`config.mk`:
```
export PLATFORM = sky130hd
export DESIGN_NAME = alu_issue
export DESIGN_NICKNAME = d
export VERILOG_FILES = /design/src/rtl/alu_issue.sv
export SDC_FILE = /design/constraint.sdc
export NUM_CORES = 1
export LEC_CHECK = 0
export CAP_MARGIN = 20
export CORE_ASPECT_RATIO = 1.4
export CORE_MARGIN = 2
export CORE_UTILIZATION = 45
export CTS_BUF_LIST = sky130_fd_sc_hd__clkbuf_16
export CTS_CLUSTER_SIZE = 28
export DETAILED_ROUTE_END_ITERATION = 8
export PLACE_DENSITY = 0.65
export SYNTH_ARGS = -nofsm -noshare
export SYNTH_HDL_FRONTEND = slang
export SYNTH_SLANG_ARGS = --single-unit
```
`constraint.sdc`:
```
create_clock -name clk -period 4.9 [get_ports clk]
set_input_delay 0.49 -clock clk [delete_from_list [all_inputs] [get_ports clk]]
set_output_delay 0.49 -clock clk [all_outputs]
set_load 0.01 [all_outputs]
```
`src/rtl/alu_issue.sv`:
```
// alu_issue: execute-issue stage feeding the tiny16 ALU.
// Ports: instr valid/ready in, ALU drive/return, done/flags_q/illegal, debug read.
module alu_issue #(
  parameter int WIDTH    = 16,
  parameter int NUM_REGS = 8,
  parameter int ALU_LAT  = 1
) (
  input  logic             clk,
  input  logic             rst,
  input  logic             instr_valid,
  output logic             instr_ready,
  input  logic [15:0]      instr,
  output logic [3:0]       alu_opcode,
  output logic             alu_ar_flag,
  output logic [WIDTH-1:0] alu_src1,
  output logic [WIDTH-1:0] alu_src2,
  output logic             alu_out_en,
  input  logic [WIDTH-1:0] alu_out,
  input  logic [3:0]       alu_flags,
  output logic             done,
  output logic [3:0]       flags_q,
  output logic             illegal,
  input  logic [2:0]       dbg_addr,
  output logic [WIDTH-1:0] dbg_data
);

  localparam int CW = (ALU_LAT > 1) ? $clog2(ALU_LAT) : 1;

  typedef enum logic [1:0] {
    S_IDLE,
    S_ISSUE,
    S_WB
  } state_t;

  typedef enum logic [1:0] {
    K_NOP,
    K_LDI,
    K_ALU
  } kind_t;

  state_t           r_state;
  state_t           w_nxt;
  kind_t            r_kind;
  kind_t            w_kind;
  logic [2:0]       r_rd;
  logic [7:0]       r_imm;
  logic [CW-1:0]    r_cnt;
  logic [3:0]       r_opc;
  logic             r_ar;
  logic [WIDTH-1:0] r_src1;
  logic [WIDTH-1:0] r_src2;
  logic [3:0]       r_flags;
  logic             r_ill;
  logic [WIDTH-1:0] r_regs [NUM_REGS];

  logic [3:0] w_op;
  logic       w_xfer;
  logic       w_is_ldi;
  logic       w_is_alu;
  logic       w_is_ill;
  logic       w_cnt_last;

  assign w_op     = instr[15:12];
  assign w_xfer   = instr_valid && (r_state == S_IDLE);
  assign w_is_ldi = (w_op == 4'b0001);
  assign w_is_alu = (w_op >= 4'b0011) && (w_op <= 4'b1011);
  assign w_is_ill = (w_op == 4'b0010) || (w_op >= 4'b1100);
  assign w_cnt_last = (r_cnt == CW'(ALU_LAT - 1));

  // Illegal ops retire like a NOP: no register write.
  always_comb begin
    w_kind = K_NOP;
    unique case (1'b1)
      w_is_ldi: w_kind = K_LDI;
      w_is_alu: w_kind = K_ALU;
      default:  w_kind = K_NOP;
    endcase
  end

  always_ff @(posedge clk or negedge rst) begin
    if (!rst) r_state <= S_IDLE;
    else      r_state <= w_nxt;
  end

  always_comb begin
    w_nxt = r_state;
    unique case (r_state)
      S_IDLE: begin
        if (w_xfer) w_nxt = w_is_alu ? S_ISSUE : S_WB;
      end
      S_ISSUE: begin
        if (w_cnt_last) w_nxt = S_WB;
      end
      S_WB:    w_nxt = S_IDLE;
      default: w_nxt = S_IDLE;
    endcase
  end

  always_ff @(posedge clk or negedge rst) begin
    if (!rst) begin
      r_kind  <= K_NOP;
      r_rd    <= '0;
      r_imm   <= '0;
      r_cnt   <= '0;
      r_opc   <= '0;
      r_ar    <= 1'b0;
      r_src1  <= '0;
      r_src2  <= '0;
      r_flags <= '0;
      r_ill   <= 1'b0;
      for (int i = 0; i < NUM_REGS; i++) r_regs[i] <= '0;
    end else begin
      if (w_xfer) begin
        r_kind <= w_kind;
        r_rd   <= instr[10:8];
        r_imm  <= instr[7:0];
        if (w_is_alu) begin
          r_opc  <= w_op;
          r_ar   <= instr[11];
          r_src1 <= r_regs[instr[7:5]];
          r_src2 <= r_regs[instr[4:2]];
        end
        if (w_is_ill) r_ill <= 1'b1;
      end
      if (r_state == S_ISSUE) r_cnt <= r_cnt + CW'(1);
      else                    r_cnt <= '0;
      if (r_state == S_WB) begin
        unique case (r_kind)
          K_ALU: begin
            r_regs[r_rd] <= alu_out;
            r_flags      <= alu_flags;
          end
          K_LDI: r_regs[r_rd] <= {{(WIDTH-8){1'b0}}, r_imm};
          default: ;
        endcase
      end
    end
  end

  assign instr_ready = (r_state == S_IDLE);
  assign alu_out_en  = (r_state == S_ISSUE);
  assign done        = (r_state == S_WB);
  assign alu_opcode  = r_opc;
  assign alu_ar_flag = r_ar;
  assign alu_src1    = r_src1;
  assign alu_src2    = r_src2;
  assign flags_q     = r_flags;
  assign illegal     = r_ill;
  assign dbg_data    = r_regs[dbg_addr];

endmodule

```
==> results.tsv <==
metric	value	unit
area leader, netlist	dfrtp_1	
per-cell routed wire length	25.2	um
H-tree Lvls	4	
unrepaired setup endpoints after global routing	false	
most common cell after layout, fill and taps aside	mux2_2	
status	complete, no violations	
GRT met3 Usage	3.19	%
Via Count	6041	
crit path DAT	2680	ps
clk slew on worst S/H paths	70	ps
Period minus WS final	3170	ps
Mean Syn Cell Area	16.8	um2
Top delay family on crit path	buffers and inverters	
core area	0.0224	mm2
Leak Pwr	0.00503	uW
startpoint types	input pin	
Max-Slew Margin vs Limit	24.2	%
Req. time, crit path	4410	ps
Netlist cell types	26	
clk root buf	clkbuf_16	
area delta synth->final	18.2	%
Hold Violations, Final	0	
most used routing layer	met2	
critical path class	in -> out	
row count	65	
Slew @ Worst Pin	1130	ps
Worst Path Buf+Inv	3	
initial antenna violation count	0	
final WL	25500	um
Pwr Density	573	mW/mm2
Resized Gates After CTS	0	
Yosys top cell area share	45.4	%
largest net degree at the start of global routing	104	
final instance area	0.0121	mm2
Initial DRC Count	371	
critical path's most frequent cell	clkdlybuf4s50_1	
sequential area share after synthesis	45.4	%
cts hold-fix bufs	0	
met1 global-route usage	28.0	%
maxcap violations	0	
Peak Freq	316	MHz
initial core utilization	45.6	%
DP Area	0.0115	mm2
CTS buffer count	17	
hold crit path type	in -> async	
HPWL Detailed	15900	um
setup repair bufs after CTS	0	
Top FF cell, synth	dfrtp_1	
layout cells sized above 1	47.8	%
vias in the first global route	6693	
Synthesized Nets	653	
Max VDD drop	0.303	mV
CTS tree	done	
DIE AREA	0.0240	mm2
most frequent cells in the layout	mux2_2 (236), dfrtp_1 (186), clkdlybuf4s50_1 (98), mux4_2 (48), mux4_1 (48)	
Detail Route Antenna Nets	0	
Max stage delay cell, worst path	clkdlybuf4s50_1	
Placer Congestion	0.780	
CP Capture Type	output port	
Yosys reg bits	186	
Worst Path Max Fanout	12	
die span in y	183	um
Final setup viols	0	
total negative slack	0	ps
synth top area cells	dfrtp_1 (45%), mux2_2 (26%), mux4_1 (12%)	
Synth Warn #	0	
share of the clock period used by the worst path	64.6	%
fin. max-slew vios	0	
nets	744	
global-route wire length before repair	40200	um
Longest Clk Path Bufs	2	
Layout fillers	1842	
number of enable flip-flop cells after synthesis	0	
clk_skew	6.12	ps
Syn Std Cell Area	0.0102	mm2
worst path cell trace	clkdlybuf4s50_1 > buf_4 > mux2_2 > clkdlybuf4s50_1	
Total Routing Usage GR	22.2	%
grt ovf	0	
# port buffers	102	
Pre-antenna DRT Iters	4	
Post-synth ARST share	100	%
Mapped Cells	609	
IO Pins	103	
drt drc	0	
Vias per Instance	5.96	
met2 usage	39.5	%
chip width	132	um
CP peak stage delay	1040	ps
Clk Latency, worst-skew pair	430	ps
antenna cell count	0	
CTS Sinks	186	
==> kinds of logic after synthesis <==
group,count (synthesis),synth area share (%)
and+or+nand+nor,36,2.31
DFF,186,45.4
AOI/OAI and AO/OA,5,0.342
buffers and inverters,48,2.88
muxes,332,48.8
adders and majority gates,2,0.244
==> worst paths after layout <==
check	end	from	cells after the start	slack, ps
max	dbg_data[3]	dbg_addr[2]	4	1730
min	alu_ar_flag	rst	1	150
max reg2reg	r_regs[10]	r_kind[0]	6	2440
min reg2reg	r_cnt	r_cnt	1	440
max in group asynchronous	r_regs[88]	rst	2	3490
min in group clk	r_cnt	r_cnt	1	440
==> worst register-to-register path: stages (launching register included) <==
cell and delay [ps]:
dfrtp_1 350, inv_1 60, ha_1 340, and4bb_1 350, and3_1 550, buf_4 330
mux2_2 370
==> Yosys cell counts, types with 2 or more instances <==
| library cell | instances |
|---|---|
| mux2_2 | 236 |
| nand2_2 | 3 |
| inv_1 | 2 |
| dfrtp_1 | 186 |
| buf_6 | 13 |
| nor2b_1 | 13 |
| mux4_2 | 48 |
| mux4_1 | 48 |
| nor2_1 | 2 |
| and3_1 | 2 |
| o21ai_0 | 2 |
| ha_1 | 2 |
| clkbuf_1 | 20 |
| nand2_1 | 10 |
| buf_2 | 11 |
==> registers in the layout (all words and copies together) (netlist names) <==
register,flops
alu_src2,16
r_imm,8
flags_q,4
alu_opcode,4
illegal,1
alu_ar_flag,1
alu_src1,16
r_state,2
r_cnt,1
r_kind,2
r_regs,128
r_rd,3
==> where the power goes <==
group | switching [uW] | total, uW | internal [uW]
clock network | 613 | 1470 | 855
logic | 841 | 2610 | 1770
registers | 602 | 2860 | 2260
total | 2060 | 6940 | 4890
==> area by class of cell <==
| class | count | area [um2] | area share [%] |
|---|---|---|---|
| multi-input cells | 375 | 5300 | 43.8 |
| flip-flops and latches | 186 | 4650 | 38.4 |
| clock inverters | 15 | 199 | 1.64 |
| repair buffers | 118 | 1150 | 9.47 |
| inverters | 2 | 7.51 | 0.0620 |
| well taps | 301 | 377 | 3.11 |
| clock buffers | 17 | 425 | 3.51 |
==> per-layer routing <==
metal | part of all wire (%) | vias up
met5 | 0 | -
met4 | 1.5 | 0
met3 | 2.4 | 22
met2 | 54 | 121
met1 | 42 | 3292
li1 | - | 2606
==> stage by stage <==
stage	hold slack (ps)	cells	utilization (%)	total power [uW]	setup slack, ps
6_report	155	1014	54.0	6940	1730
5_1_grt	231	1014	54.0	7330	1690
4_1_cts	227	1013	53.8	7000	1670
3_5_place_dp	434	981	51.1	5510	1710
3_3_place_gp	427	981	51.1	5360	1670
2_1_floorplan	194	609	-	4460	2590
Note: power is estimated with default switching activity, not from simulation.
==> patch: new RTL, same flow settings <==
Encoding of `state_t`: now one-hot (3 bits for 3 states).
--- a/src/rtl/alu_issue.sv
+++ b/src/rtl/alu_issue.sv
@@ -28,6 +28,6 @@
 
-  typedef enum logic [1:0] {
-    S_IDLE,
-    S_ISSUE,
-    S_WB
+  typedef enum logic [2:0] {
+    S_IDLE  = 3'b001,
+    S_ISSUE = 3'b010,
+    S_WB    = 3'b100
   } state_t;
Check against the original RTL: no difference found for any inputs over 4 cycles, from zero or initial values and one cycle with rst low; so few cycles prove little.
==> patch against the unedited design <==
  * Register-to-register slack got worse by 0.63 ns
  * Setup slack improved by 0.061 ns
  * Maximum frequency rose by 1.9%
  * Routed wire length fell by 2.6%
  * Sequential cell count rose by 1
  * Design area fell by 0.86%
  * First-iteration DRC count rose by 11%
  * Synthesized area fell by 1.6%
  * Power fell by 16%
  * Highest routed layer unchanged
==> patch: results (changes against the unedited design) <==
[outcome]
outcome = complete, no violations

[power_and_ir_drop]
peakVddDrop_v = 0.000269  ; -11%
p_leak_nw = 5.02  ; -0.26%

[grt]
grt_pass1_wl_mm = 39.3  ; -2.3%
first_global_vias = 6666  ; -0.40%
grt_max_degree = 145  ; +39%
track_usage_pct = 22.4  ; +0.25 points

[finish]
fin_nets = 751  ; +0.94%
nFillCells = 1820  ; -1.2%
layout-drive-gt1-share_pct = 54.4  ; +6.6 points
largest_reg_flops = 128  ; unchanged

[route]
vias = 5985  ; -0.93%
detail_route.iter0.violations = 411  ; +11%
wirelength_mm = 24.8  ; -2.6%
viasPerCell = 5.89  ; -1.1%

[place]
dpl-instance-area_mm2 = 0.0114  ; -0.51%
hpwlAfterDp_mm = 15.8  ; -0.47%
dp.cells = 983  ; +0.20%
pre_cts_ws_ns = 1.77  ; +0.0548 ns
gp_congestion = 0.765  ; -1.9%

[critical_path]
crit_fanout = 32  ; +20
arrival_ns = 2.62  ; -0.06 ns

[logic_synthesis]
syn_nets = 658  ; +0.77%
synth.distinct_cells = 32  ; +23%
ys_top_cells_by_area = dfrtp_1 (46%), mux2_2 (26%), mux4_2 (21%)
yosysSeqAreaShare_pct = 46.4  ; +0.98 points
async_reset_ff_share_pct = 100  ; unchanged
netlist_instances = 614  ; +0.82%
synth_top_cells_by_count = mux2_2 (233), dfrtp_1 (186), mux4_2 (96)
yosys_most_used_dff = dfrtp_1

[clock_tree]
clock_path_buffers = 2  ; unchanged

[timing]
slew_headroom_pct = 29.4  ; +5.2 points
finClkSkew_ns = 0.00911  ; +0.00300 ns

[min_path]
hp-class = flip-flop to flip-flop

patch: cell count changes after synthesis, sizes merged, moves of 2 or more:
cell,delta
or4b,+2
nand4,+2
nor3b,+2
buf,-9
nor2b,-4
clkbuf,+12
and3,-2
nand4b,+2
nand2,-5
a21oi,+2
patch: area by class of cell:
| cell class | instances | area [um2] | area share (%) |
|---|---|---|---|
| clock inverters | 14 | 156 | 1.30 |
| well taps | 297 | 372 | 3.09 |
| repair buffers | 123 | 1190 | 9.89 |
| inverters | 2 | 7.51 | 0.0625 |
| multi-input cells | 376 | 5180 | 43.1 |
| flip-flops and latches | 187 | 4680 | 39.0 |
| clock buffers | 17 | 425 | 3.54 |
patch: layer usage:
metal	vias to the layer above	part of all wire [%]	global-route usage (%)
li1	2588	-	-
met1	3233	41	29.3
met2	135	54	38.1
met3	29	3.5	3.85
met4	0	1.8	6.98
met5	-	0	0
patch: logic make-up (layout without fill, tap and decap cells):
family / count (synthesis) / after routing / share of synthesized area [%]
muxes: 332 / 332 / 47.8
buffers and inverters: 51 / 156 / 2.26
and+or+nand+nor: 37 / 37 / 2.99
adders and majority gates: 2 / 2 / 0.248
AOI/OAI and AO/OA: 5 / 5 / 0.322
DFF: 187 / 187 / 46.4
patch: path summary, 6_finish.rpt:
check | start | endpoint | slack (ns) | cells after the start
setup reg to reg | r_kind[0] | r_regs[88] | 1.81 | 6
hold reg to reg | illegal | illegal | 0.46 | 1
setup / recovery | dbg_addr[1] | dbg_data[5] | 1.79 | 5
min in group asynchronous | rst | alu_src2[8] | 0.55 | 2
max in group asynchronous | rst | r_regs[61] | 3.20 | 3
hold / removal | illegal | illegal | 0.46 | 1
patch: critical path, stage by stage:
cell and delay, ns:
clkdlybuf4s50_1 0.46, buf_4 0.46, mux4_2 0.40, mux2_2 0.30, clkdlybuf4s50_1 0.48
patch: stage by stage:
step	hold slack (ns)	utilization [%]
floorplan	0.194	-
global placement	0.435	52.0
detailed placement	0.449	52.0
CTS	0.470	54.7
global route	0.473	54.7
finish	0.464	54.7
patch: what timing repair did:
action,4_1_cts,5_1_grt
setup buffers,0,0
hold buffers,1,0
endpoints found under the hold margin,40,0
patch: power breakdown:
group	leakage [nW]	switching, mW	total [mW]	internal, mW
logic	2.38	0.669	1.97	1.30
registers	2.36	0.429	2.49	2.07
clock network	0.281	0.586	1.38	0.793
total	5.02	1.68	5.84	4.16
